File: src/rtl/gpio_pad_bank.sv
// gpio_pad_bank: registered tristate output path, synchronised input path and
// sticky per-pin edge interrupts. Define GPIO_PAD_BANK_FILTER_EN for the input glitch filter.
module gpio_pad_bank #(
  parameter int WIDTH         = 32,
  parameter int SYNC_STAGES   = 2,
  parameter int FILTER_CYCLES = 4
) (
  input  logic             io_clock,
  input  logic             io_resetn,
  input  logic [WIDTH-1:0] core_write,
  input  logic [WIDTH-1:0] core_writeEnable,
  output logic [WIDTH-1:0] core_read,
  input  logic [WIDTH-1:0] pad_o,
  output logic [WIDTH-1:0] pad_i,
  output logic [WIDTH-1:0] pad_t,
  input  logic [WIDTH-1:0] irq_rise_mask,
  input  logic [WIDTH-1:0] irq_fall_mask,
  input  logic [WIDTH-1:0] irq_clear,
  output logic [WIDTH-1:0] irq_pending,
  output logic             irq
);

  localparam int CNT_W = $clog2(SYNC_STAGES + FILTER_CYCLES + 2);
`ifdef GPIO_PAD_BANK_FILTER_EN
  localparam int ARM_LEN = SYNC_STAGES + 1 + FILTER_CYCLES;
`else
  localparam int ARM_LEN = SYNC_STAGES + 1;
`endif
  localparam logic [CNT_W-1:0] ARM_LAST = CNT_W'(ARM_LEN - 1);
  localparam logic [CNT_W-1:0] CNT_ONE  = CNT_W'(1);

  typedef enum logic [0:0] {
    DISARMED = 1'b0,
    ARMED    = 1'b1
  } arm_state_t;

  arm_state_t       arm_state_r;
  logic [CNT_W-1:0] arm_cnt_r;
  logic [WIDTH-1:0] sync_r [SYNC_STAGES];
  logic [WIDTH-1:0] prev_r;
  logic [WIDTH-1:0] in_val_s;
  logic [WIDTH-1:0] set_s;

  // Drive value and enable share one register stage; input synchroniser chain.
  always_ff @(posedge io_clock) begin
    if (!io_resetn) begin
      pad_i <= '0;
      pad_t <= '1;
      for (int s = 0; s < SYNC_STAGES; s++) sync_r[s] <= '0;
    end else begin
      pad_i     <= core_write;
      pad_t     <= ~core_writeEnable;
      sync_r[0] <= pad_o;
      for (int s = 1; s < SYNC_STAGES; s++) sync_r[s] <= sync_r[s-1];
    end
  end

`ifdef GPIO_PAD_BANK_FILTER_EN
  localparam int FLT_W = $clog2(FILTER_CYCLES + 1);
  localparam logic [FLT_W-1:0] FLT_LAST = FLT_W'(FILTER_CYCLES - 1);
  localparam logic [FLT_W-1:0] FLT_ONE  = FLT_W'(1);

  logic [FLT_W-1:0] flt_cnt_r [WIDTH];
  logic [WIDTH-1:0] flt_val_r;

  // Filtered value follows the synced input only after FILTER_CYCLES stable cycles.
  always_ff @(posedge io_clock) begin
    if (!io_resetn) begin
      flt_val_r <= '0;
      for (int p = 0; p < WIDTH; p++) flt_cnt_r[p] <= '0;
    end else begin
      for (int p = 0; p < WIDTH; p++) begin
        if (sync_r[SYNC_STAGES-1][p] == flt_val_r[p]) begin
          flt_cnt_r[p] <= '0;
        end else if (flt_cnt_r[p] == FLT_LAST) begin
          flt_val_r[p] <= sync_r[SYNC_STAGES-1][p];
          flt_cnt_r[p] <= '0;
        end else begin
          flt_cnt_r[p] <= flt_cnt_r[p] + FLT_ONE;
        end
      end
    end
  end

  assign in_val_s = flt_val_r;
`else
  assign in_val_s = sync_r[SYNC_STAGES-1];
`endif

  assign core_read = in_val_s;

  // Edge captures are blocked until the input path has flushed its reset contents.
  always_comb begin
    set_s = '0;
    if (arm_state_r == ARMED) begin
      set_s = (in_val_s & ~prev_r & irq_rise_mask) | (~in_val_s & prev_r & irq_fall_mask);
    end else begin
      set_s = '0;
    end
  end

  // Arm state machine, edge history and sticky pending bits (set beats clear).
  always_ff @(posedge io_clock) begin
    if (!io_resetn) begin
      arm_state_r <= DISARMED;
      arm_cnt_r   <= '0;
      prev_r      <= '0;
      irq_pending <= '0;
    end else begin
      prev_r      <= in_val_s;
      irq_pending <= (irq_pending & ~irq_clear) | set_s;
      case (arm_state_r)
        DISARMED: begin
          arm_cnt_r <= arm_cnt_r + CNT_ONE;
          if (arm_cnt_r == ARM_LAST) begin
            arm_state_r <= ARMED;
          end else begin
            arm_state_r <= DISARMED;
          end
        end
        ARMED: begin
          arm_cnt_r   <= arm_cnt_r;
          arm_state_r <= ARMED;
        end
        default: begin
          arm_cnt_r   <= '0;
          arm_state_r <= DISARMED;
        end
      endcase
    end
  end

  assign irq = |irq_pending;

endmodule

File: config.mk
export PLATFORM = sky130hd
export DESIGN_NAME = gpio_pad_bank
export DESIGN_NICKNAME = d
export VERILOG_FILES = /design/src/rtl/gpio_pad_bank.sv
export SDC_FILE = /design/constraint.sdc
export NUM_CORES = 1
export LEC_CHECK = 0
export CORE_ASPECT_RATIO = 0.5
export CORE_MARGIN = 2
export CORE_UTILIZATION = 30
export DETAILED_ROUTE_END_ITERATION = 8
export PLACE_DENSITY_LB_ADDON = 0.08
export SYNTH_ARGS = -nofsm -noshare
export SYNTH_HDL_FRONTEND = slang
export SYNTH_SLANG_ARGS = --single-unit
export TNS_END_PERCENT = 100
File: constraint.sdc
create_clock -name io_clock -period 1.3 [get_ports io_clock]
set_clock_uncertainty 0.05 [all_clocks]
set_input_delay 0.39 -clock io_clock [delete_from_list [all_inputs] [get_ports io_clock]]
set_output_delay 0.39 -clock io_clock [all_outputs]
set_load 0.005 [all_outputs]
======== Word-level counts from Yosys, hierarchy flattened ========
Memory sizes are Yosys's and may differ from the RTL's.
Index checks and enable logic that the tools add are counted.
W data, S select, Z words.
storage, ports and cells
  input port bits ......................... 194
  memories ................................ 1
  flip-flop bits (word level) ............. 132
  output and inout bits ................... 129
  logic and storage cells ................. 32
  memory bits (writable) .................. 64
memories
  name    depth  bits a word  read ports  clocked after memory_dff  wr ports  RTL line  text
  sync_r  2      32           2           0                         2         39        logic [WIDTH-1:0] sync_r [SYNC_STAGES];
cells by class
  bitwise logic cells ..................... 14
  $add $sub $neg .......................... 1
  mux-type cells .......................... 8
  equality and inequality tests ........... 1
  reductions and logical operators ........ 1
operators with widths
  cell                   count
  $and A32 B32 Y32       5
  $not A32 Y32           4
  $mux W32               3
  $or A32 B32 Y32        2
  $reduce_or A32 Y1      1
  $add A3 B1 Y3 const B  1
  $eq A3 B2 Y1 const B   1
  $mux W1                3
  $mux W3                1
  $or A1 B1 Y1           2
  $pmux W1 S2            1
  $not A1 Y1             1

======== Logic depth before layout (Yosys ltp) ========
Gate-level depths: netlist of the first run.
  depth in word-level cells ............... 6
  depth in mapped cells ................... 5
  mapped depth without buffers ............ 4

======== Worst setup path after synthesis of the first run ========
OpenSTA, ideal clock, no wires.
  path type ............................... register -> output
  start point ............................. register irq_pending[5]
  end point ............................... output irq
  data arrival time ....................... 905 ps
  slack ................................... -45 ps
  cell stages (with the launch flop) ...... 4
  data required time ...................... 860 ps
  buffers on the path ..................... 0
  cells stage by stage .................... dfxtp_1 -> nor4_1 -> nand4_1 -> or2_1
between the ends
  word-level cells in the longest chain between the ends .. 1
ends and longest elaborated chain
  item                    RTL line  text
  from (decl)             19        output logic [WIDTH-1:0] irq_pending,
  from (signal assigned)  111       irq_pending <= (irq_pending & ~irq_clear) | set_s;
  $reduce_or A32 Y1       133       assign irq = |irq_pending;
  to (decl)               20        output logic irq
No other way between the ends.

======== Worst setup path in the final report of the first run ========
  start point ............................. register irq_pending[16]
  end point ............................... output irq
The elaborated chain is that of the path after synthesis.

==> results of run 1 <==
## worst max-delay path, stage by stage, from the launching register on
cell and delay [ns]:
dfxtp_2 0.33, nor4_2 0.37, nand4_1 0.19, or2_1 0.23, buf_2 0.13
## power by group through the flow
stage	sequential, W	combinational [W]	clock, W
finish	0.00643	0.00164	0.00513
global route	0.00646	0.00180	0.00559
CTS	0.00642	0.00164	0.00534
detailed placement	0.00654	0.00172	0
global placement	0.00653	0.00172	0
floorplan	0.00656	0.000544	0
## how the worst min path moves through the flow
stage | slack [ns] | cells after the start | end
4_1_cts | 0.18 | 2 | arm_state_r$_SDFF_PN0_
5_1_grt | 0.20 | 2 | arm_state_r$_SDFF_PN0_
6_report | 0.20 | 2 | arm_state_r$_SDFF_PN0_
3_3_place_gp | 0.36 | 1 | sync_r[0][58]$_SDFF_PN0_
3_5_place_dp | 0.37 | 1 | sync_r[0][41]$_SDFF_PN0_
2_1_floorplan | 0.36 | 1 | sync_r[0][32]$_SDFF_PN0_
## cells in the mapped netlist (all sizes together)
| master | instances | area share (%) |
|---|---|---|
| nor2b | 1 | 0.098 |
| xnor2 | 2 | 0.28 |
| dfxtp | 196 | 62 |
| inv | 33 | 1.9 |
| clkbuf | 15 | 0.89 |
| nand4 | 2 | 0.20 |
| nor4 | 8 | 0.79 |
| o21a | 1 | 0.12 |
| buf | 43 | 5.1 |
| nand2 | 65 | 3.8 |
| o21ai | 33 | 2.6 |
| nand2b | 1 | 0.098 |
| and2 | 132 | 13 |
| nand3b | 32 | 3.8 |
| a32o | 32 | 5.0 |
| or2 | 1 | 0.098 |
| ha | 2 | 0.39 |
## final cells by class
class / count / area [um^2]
Antenna cell: 1 / 2.50
Clock buffer: 17 / 425
Clock inverter: 15 / 150
Fill cell: 1923 / 9890
Inverter: 33 / 124
Multi-Input combinational cell: 312 / 1960
Sequential cell: 196 / 4020
Tap cell: 273 / 342
Timing Repair Buffer: 400 / 3740
## registers in the layout (all words and copies together), names as in the netlist
register     count
pad_t           32
prev_r          32
arm_state_r      1
pad_i           32
irq_pending     32
arm_cnt_r        3
sync_r          64
## cells by family after synthesis
logic type,Yosys count,share of synthesized area (%)
adders and majority gates,2,0.394
buffers and inverters,91,7.97
AOI/OAI and AO/OA,66,7.75
and+or+nand+nor,242,21.9
xor gates and xnor gates,2,0.276
DFF,196,61.7
## metal layers
metal / vias to the layer above / track usage [%]
li1: 2645 / -
met1: 2368 / 18.1
met2: 154 / 27.4
met5: - / 0
met4: 0 / 5.98
met3: 19 / 7.32
## stage by stage
step	setup WS (ns)	instance area, um^2	hold slack [ns]
after CTS	-0.876	10600	0.176
after global routing	-0.902	10800	0.199
final	-0.828	10800	0.202
after global placement	-0.765	10100	0.363
after floorplan	-0.0415	6360	0.362
after detailed placement	-0.764	10100	0.368
## repair_timing
action / CTS / global route
setup buffers: 6 / 13
pin swaps: 2 / 1
setup endpoints to repair: 129 / 129
resized for setup: 681 / 31
==> summary.txt, run 1 <==
Yosys
  – Area of the mapped netlist: 6360 um^2
  – Mapped Cells: 599
  – Sequential cell area fraction in the yosys report: 61.7%
  – Ys Warns: 0
  – Register bit total from synthesis: 196
  – Syn_area_per_cell: 10.6 um^2
  – Syn_nets: 795
  – Distinct cells, synth: 19

Power and ir drop
  – Comb pwr share: 12.4%
  – Pwr dens: 1230 nW/um^2
  – Internal cell power: 0.0101 W
  – Max IR drop VDD: 795 uV
  – Sw power: 0.00311 W
  – Switch share: 23.6%
  – Total power: 0.0132 W
  – Reg power frac: 48.7%
  – Clock network power share: 38.9%
  – Static leakage: 4.62 nW

Clock tree
  – Clock buffer count from CTS: 17
  – H-tree depth: 4
  – Worst-Skew Late Latency: 0.44 ns
  – Cts hold-fix bufs: 0
  – CTS sink cnt: 196
  – CTS tree: yes
  – CTS clk-pin slew, worst paths: 0.07 ns
  – CTS root buffer: clkbuf_16
  – CTS Buffer Depth: 2

Critical path
  – Reg2reg end: irq_pending[25]$_SDFF_PN0_
  – Worst Setup SP: irq_pending[16]$_SDFF_PN0_
  – Worst R2R Path Depth: 5
  – Worst EP required: 0.86 ns
  – Worst setup path endpoint: irq
  – Reg2reg setup slack: 0.16 ns
  – CP Max Fanout: 2
  – Crit end category: output pin
  – Worst Path Class, Setup: reg -> out
  – Startpoint Class: flip-flop
  – Crit path DAT: 1.69 ns
  – R2R Path Start: sync_r[0][57]$_SDFF_PN0_

Timing
  – Max-slew headroom: 74.9%
  – Final hold viol count: 0
  – Post-layout minimum cycle time: 2.13 ns
  – Slew Limit Fails: 0
  – Final setup viols: 80
  – Crit share post-route: 164%
  – RSZ-0062 raised after global routing: yes
  – Setup TNS: -5.27 ns
  – Worst setup margin: -0.828 ns
  – Max Clk Rate: 470 MHz
  – Worst Max-Slew Pin Slew: 0.373 ns

Outcome
  – Failing checks: setup timing
  – Status: finished, violations left

Finish
  – Post-layout util: 52.1%
  – Most common cell after layout, fill and taps aside: clkdlybuf4s50_1
  – Share of layout cells above drive strength 1: 33.3%
  – Layout area overhead: 69.3%
  – Final non-filler cell total: 1247
  – Final net count: 1156
  – Commonest cells after routing, fill and taps aside: clkdlybuf4s50_1, and2_1, dfxtp_1, buf_6, dfxtp_2

Min path
  – Hold path start: io_resetn
  – Hold crit path type: in -> reg

Placement
  – Final RePlAce weighted congestion: 0.752
  – DP HPWL: 13500 um
  – Placed cell count: 1206
  – Port bufs: 322

Floorplan
  – Initial Utilization: 30.8%
  – Rows: 37
  – Io pins: 323
  – Die height: 107 um
  – Core area: 20600 um^2
  – Die area: 22400 um^2
  – Die W: 210 um

Routing
  – Post-detailed-route count of antenna-violating nets: 0
  – Initial drt markers: 195
  – Routed wl met3: 1600 um
  – Met2 wire len: 8710 um
  – Routed WL: 18200 um
  – Pre-antenna DRT Iters: 4
  – Via/cell ratio: 4.16
  – Avg WL per Cell: 14.6 um
  – DR top layer: met4
  – Routed vias: 5186
  – WL met1: 7540 um
  – Remaining routing DRC violations: 0

Global routing
  – Grt total ovfl: 0
  – Largest net degree at the start of global routing: 73
  – Initial antenna violation count: 2
  – All-Layer GR Usage: 16.2%
  – First-pass GRT wire length: 27500 um
  – Via count of the first global-routing pass: 5139

Job
  – Max Cap Violations: 0
No activity file was read; power rests on OpenSTA's default activity.
==> run 2, diff against run 1 <==
Settings changed: ABC_AREA set to 1, SETUP_SLACK_MARGIN set to 0.05.
==> summary.txt, run 2 <==
Floorplan
  – Die W: 218 um (was 210 um)
  – Rows: 38 (was 37)
  – Die height: 111 um (was 107 um)
  – Die area: 24100 um^2 (was 22400 um^2)
  – Core area: 22000 um^2 (was 20600 um^2)
  – Initial Utilization: 31.1% (was 30.8%)
  – Io pins: 323 (unchanged)

Yosys
  – Most frequent cells after synthesis: nand2_1, inv_1, dfxtp_1, nand3_1, buf_4 (was dfxtp_1, and2_1, nand2_1, inv_1, o21ai_0)
  – Synth top area cells: dfxtp_1, nand2_1, inv_1 (was dfxtp_1, and2_1, a32o_1)
  – Synth async-reset ratio: 0% (unchanged)
  – Area leader, netlist: dfxtp_1 (unchanged)
  – Sequential cell area fraction in the yosys report: 57.4% (was 61.7%)
  – Distinct cells, synth: 16 (was 19)
  – Count leader, synth: nand2_1 (was dfxtp_1)
  – Mapped Cells: 873 (was 599)
  – Synth Flop Type: dfxtp_1 (unchanged)
  – Ys Warns: 0 (unchanged)
  – Register bit total from synthesis: 196 (unchanged)
  – Area of the mapped netlist: 6840 um^2 (was 6360 um^2)
  – Syn_area_per_cell: 7.84 um^2 (was 10.6 um^2)
  – Post-synth top area share: 57.4% (was 61.7%)
  – Post-synth EDFFs: 0 (unchanged)
  – Syn_nets: 1069 (was 795)

Finish
  – Most common cell after layout, fill and taps aside: nand2_1 (was clkdlybuf4s50_1)
  – Share of layout cells above drive strength 1: 28.1% (was 33.3%)
  – Largest register FFs: 64 (unchanged)
  – Final net count: 1416 (was 1156)
  – Final Instance Area: 11200 um^2 (was 10800 um^2)
  – Biggest register: sync_r (unchanged)
  – Post-layout util: 50.8% (was 52.1%)
  – Final non-filler cell total: 1534 (was 1247)
  – Commonest cells after routing, fill and taps aside: nand2_1, inv_1, clkdlybuf4s50_1, dfxtp_1, buf_6 (was clkdlybuf4s50_1, and2_1, dfxtp_1, buf_6, dfxtp_2)
  – Layout area overhead: 63.5% (was 69.3%)

Placement
  – Placed Area: 10500 um^2 (was 10100 um^2)
  – DP HPWL: 14500 um (was 13500 um)
  – Final RePlAce weighted congestion: 0.755 (was 0.752)
  – Placed cell count: 1487 (was 1206)
  – Port bufs: 322 (unchanged)

Power and ir drop
  – Max IR drop VDD: 858 uV (was 795 uV)
  – Static leakage: 5.78 nW (was 4.62 nW)
  – Total power: 0.0136 W (was 0.0132 W)
  – Pwr dens: 1210 nW/um^2 (was 1230 nW/um^2)

Timing
  – Slew Limit Fails: 0 (unchanged)
  – Worst Max-Slew Pin Slew: 0.254 ns (was 0.373 ns)
  – Crit share post-route: 139% (was 164%)
  – Max Clk Rate: 555 MHz (was 470 MHz)
  – Max-slew headroom: 83.1% (was 74.9%)
  – RSZ-0062 raised after global routing: yes (unchanged)
  – Worst setup margin: -0.502 ns (was -0.828 ns)
  – Final hold viol count: 0 (unchanged)
  – Post-layout minimum cycle time: 1.80 ns (was 2.13 ns)
  – Final hold slack: 0.207 ns (was 0.202 ns)
  – Final setup viols: 70 (was 80)

Critical path
  – Crit end category: output pin (unchanged)
  – Worst EP required: 0.86 ns (about the same)
  – CP Max Fanout: 2 (unchanged)
  – Crit path DAT: 1.36 ns (was 1.69 ns)
  – Worst Path Class, Setup: reg -> out (unchanged)
  – Startpoint Class: flip-flop (unchanged)

Clock tree
  – Worst-Skew Late Latency: 0.43 ns (was 0.44 ns)
  – CTS sink cnt: 196 (unchanged)
  – CTS root buffer: clkbuf_16 (unchanged)
  – CTS clk-pin slew, worst paths: 0.07 ns (about the same)
  – H-tree depth: 4 (unchanged)
  – Clock buffer count from CTS: 17 (unchanged)
  – CTS tree: yes (unchanged)
  – CTS Buffer Depth: 2 (unchanged)

Routing
  – Initial drt markers: 122 (was 195)
  – Remaining routing DRC violations: 0 (unchanged)
  – Avg WL per Cell: 12.2 um (was 14.6 um)
  – Routed WL: 18700 um (was 18200 um)
  – Post-detailed-route count of antenna-violating nets: 0 (unchanged)
  – Pre-antenna DRT Iters: 4 (unchanged)
  – Via/cell ratio: 3.89 (was 4.16)
  – Routed vias: 5972 (was 5186)

Job
  – Max Cap Violations: 0 (unchanged)

Global routing
  – Largest net degree at the start of global routing: 61 (was 73)
  – Initial antenna violation count: 1 (was 2)
  – Via count of the first global-routing pass: 5923 (was 5139)
  – All-Layer GR Usage: 15.9% (was 16.2%)
  – Grt total ovfl: 0 (unchanged)
  – First-pass GRT wire length: 29400 um (was 27500 um)

Min path
  – Hold crit path type: in -> reg (unchanged)

Outcome
  – Status: finished, violations left (unchanged)
  – Failing checks: setup timing (unchanged)
## run 2: kinds of logic after synthesis
group	Yosys count	share of synthesized area (%)
and+or+nand+nor	351	21.1
DFF	196	57.4
buffers and inverters	285	18.2
AOI/OAI and AO/OA	39	2.91
adders and majority gates	2	0.366
## run 2: critical path: stages, from the launching register on
cell and delay, ns:
dfxtp_2 0.32, inv_1 0.07, nand2_2 0.05, nor2_1 0.12, nand2_2 0.10, nor2_4 0.11, nand2_1 0.06, buf_2 0.13
## run 2: repair_timing
action                                 CTS  global route
setup buffers                           14            10
gates cloned                             0             0
endpoints found under the hold margin    0             0
pin swaps                                4            11
hold buffers                             0             0
resized for setup                      661            52
setup endpoints to repair              129           129
## run 2: through the flow
stage / TNS (ns) / worst slack (ns)
floorplan: 0 / 0.168
global placement: -2.76 / -0.489
detailed placement: -3.08 / -0.496
CTS: -7.38 / -0.568
global route: -8.82 / -0.593
finish: -3.25 / -0.502
## run 2: where the power goes
group          total, W  internal [W]  switching (W)
registers       0.00644       0.00631       0.000130
clock network   0.00544       0.00311        0.00234
logic           0.00170       0.00103       0.000667
total            0.0136        0.0104        0.00314
## run 2: path summary, 6_finish.rpt
kind / cells after the start / slack [ns] / end / startpoint
min: 3 / 0.21 / sync_r[0][33]$_SDFF_PN0_ / io_resetn
max: 7 / -0.50 / irq / irq_pending[22]$_SDFF_PN0_
max reg2reg: 7 / 0.26 / irq_pending[0]$_SDFF_PN0_ / sync_r[0][32]$_SDFF_PN0_
min reg2reg: 2 / 0.36 / sync_r[0][48]$_SDFF_PN0_ / sync_r[0][16]$_SDFF_PN0_
## run 2: cell type report
| type | instances | area [um^2] |
|---|---|---|
| inverter | 228 | 856 |
| tap | 300 | 375 |
| fill | 2153 | 10800 |
| sequential | 196 | 4030 |
| clock buffer | 18 | 439 |
| timing repair buffer | 385 | 3600 |
| multi-input combinational | 392 | 1700 |
| antenna | 1 | 2.50 |
| clock inverter | 14 | 179 |
## run 2: metal layers
layer / vias up / global-route usage (%) / share of wire [%]
li1: 3163 / - / -
met1: 2671 / 17.2 / 41
met2: 123 / 28.6 / 51
met3: 15 / 5.68 / 7.0
met4: 0 / 5.21 / 1.1
met5: - / 0 / 0
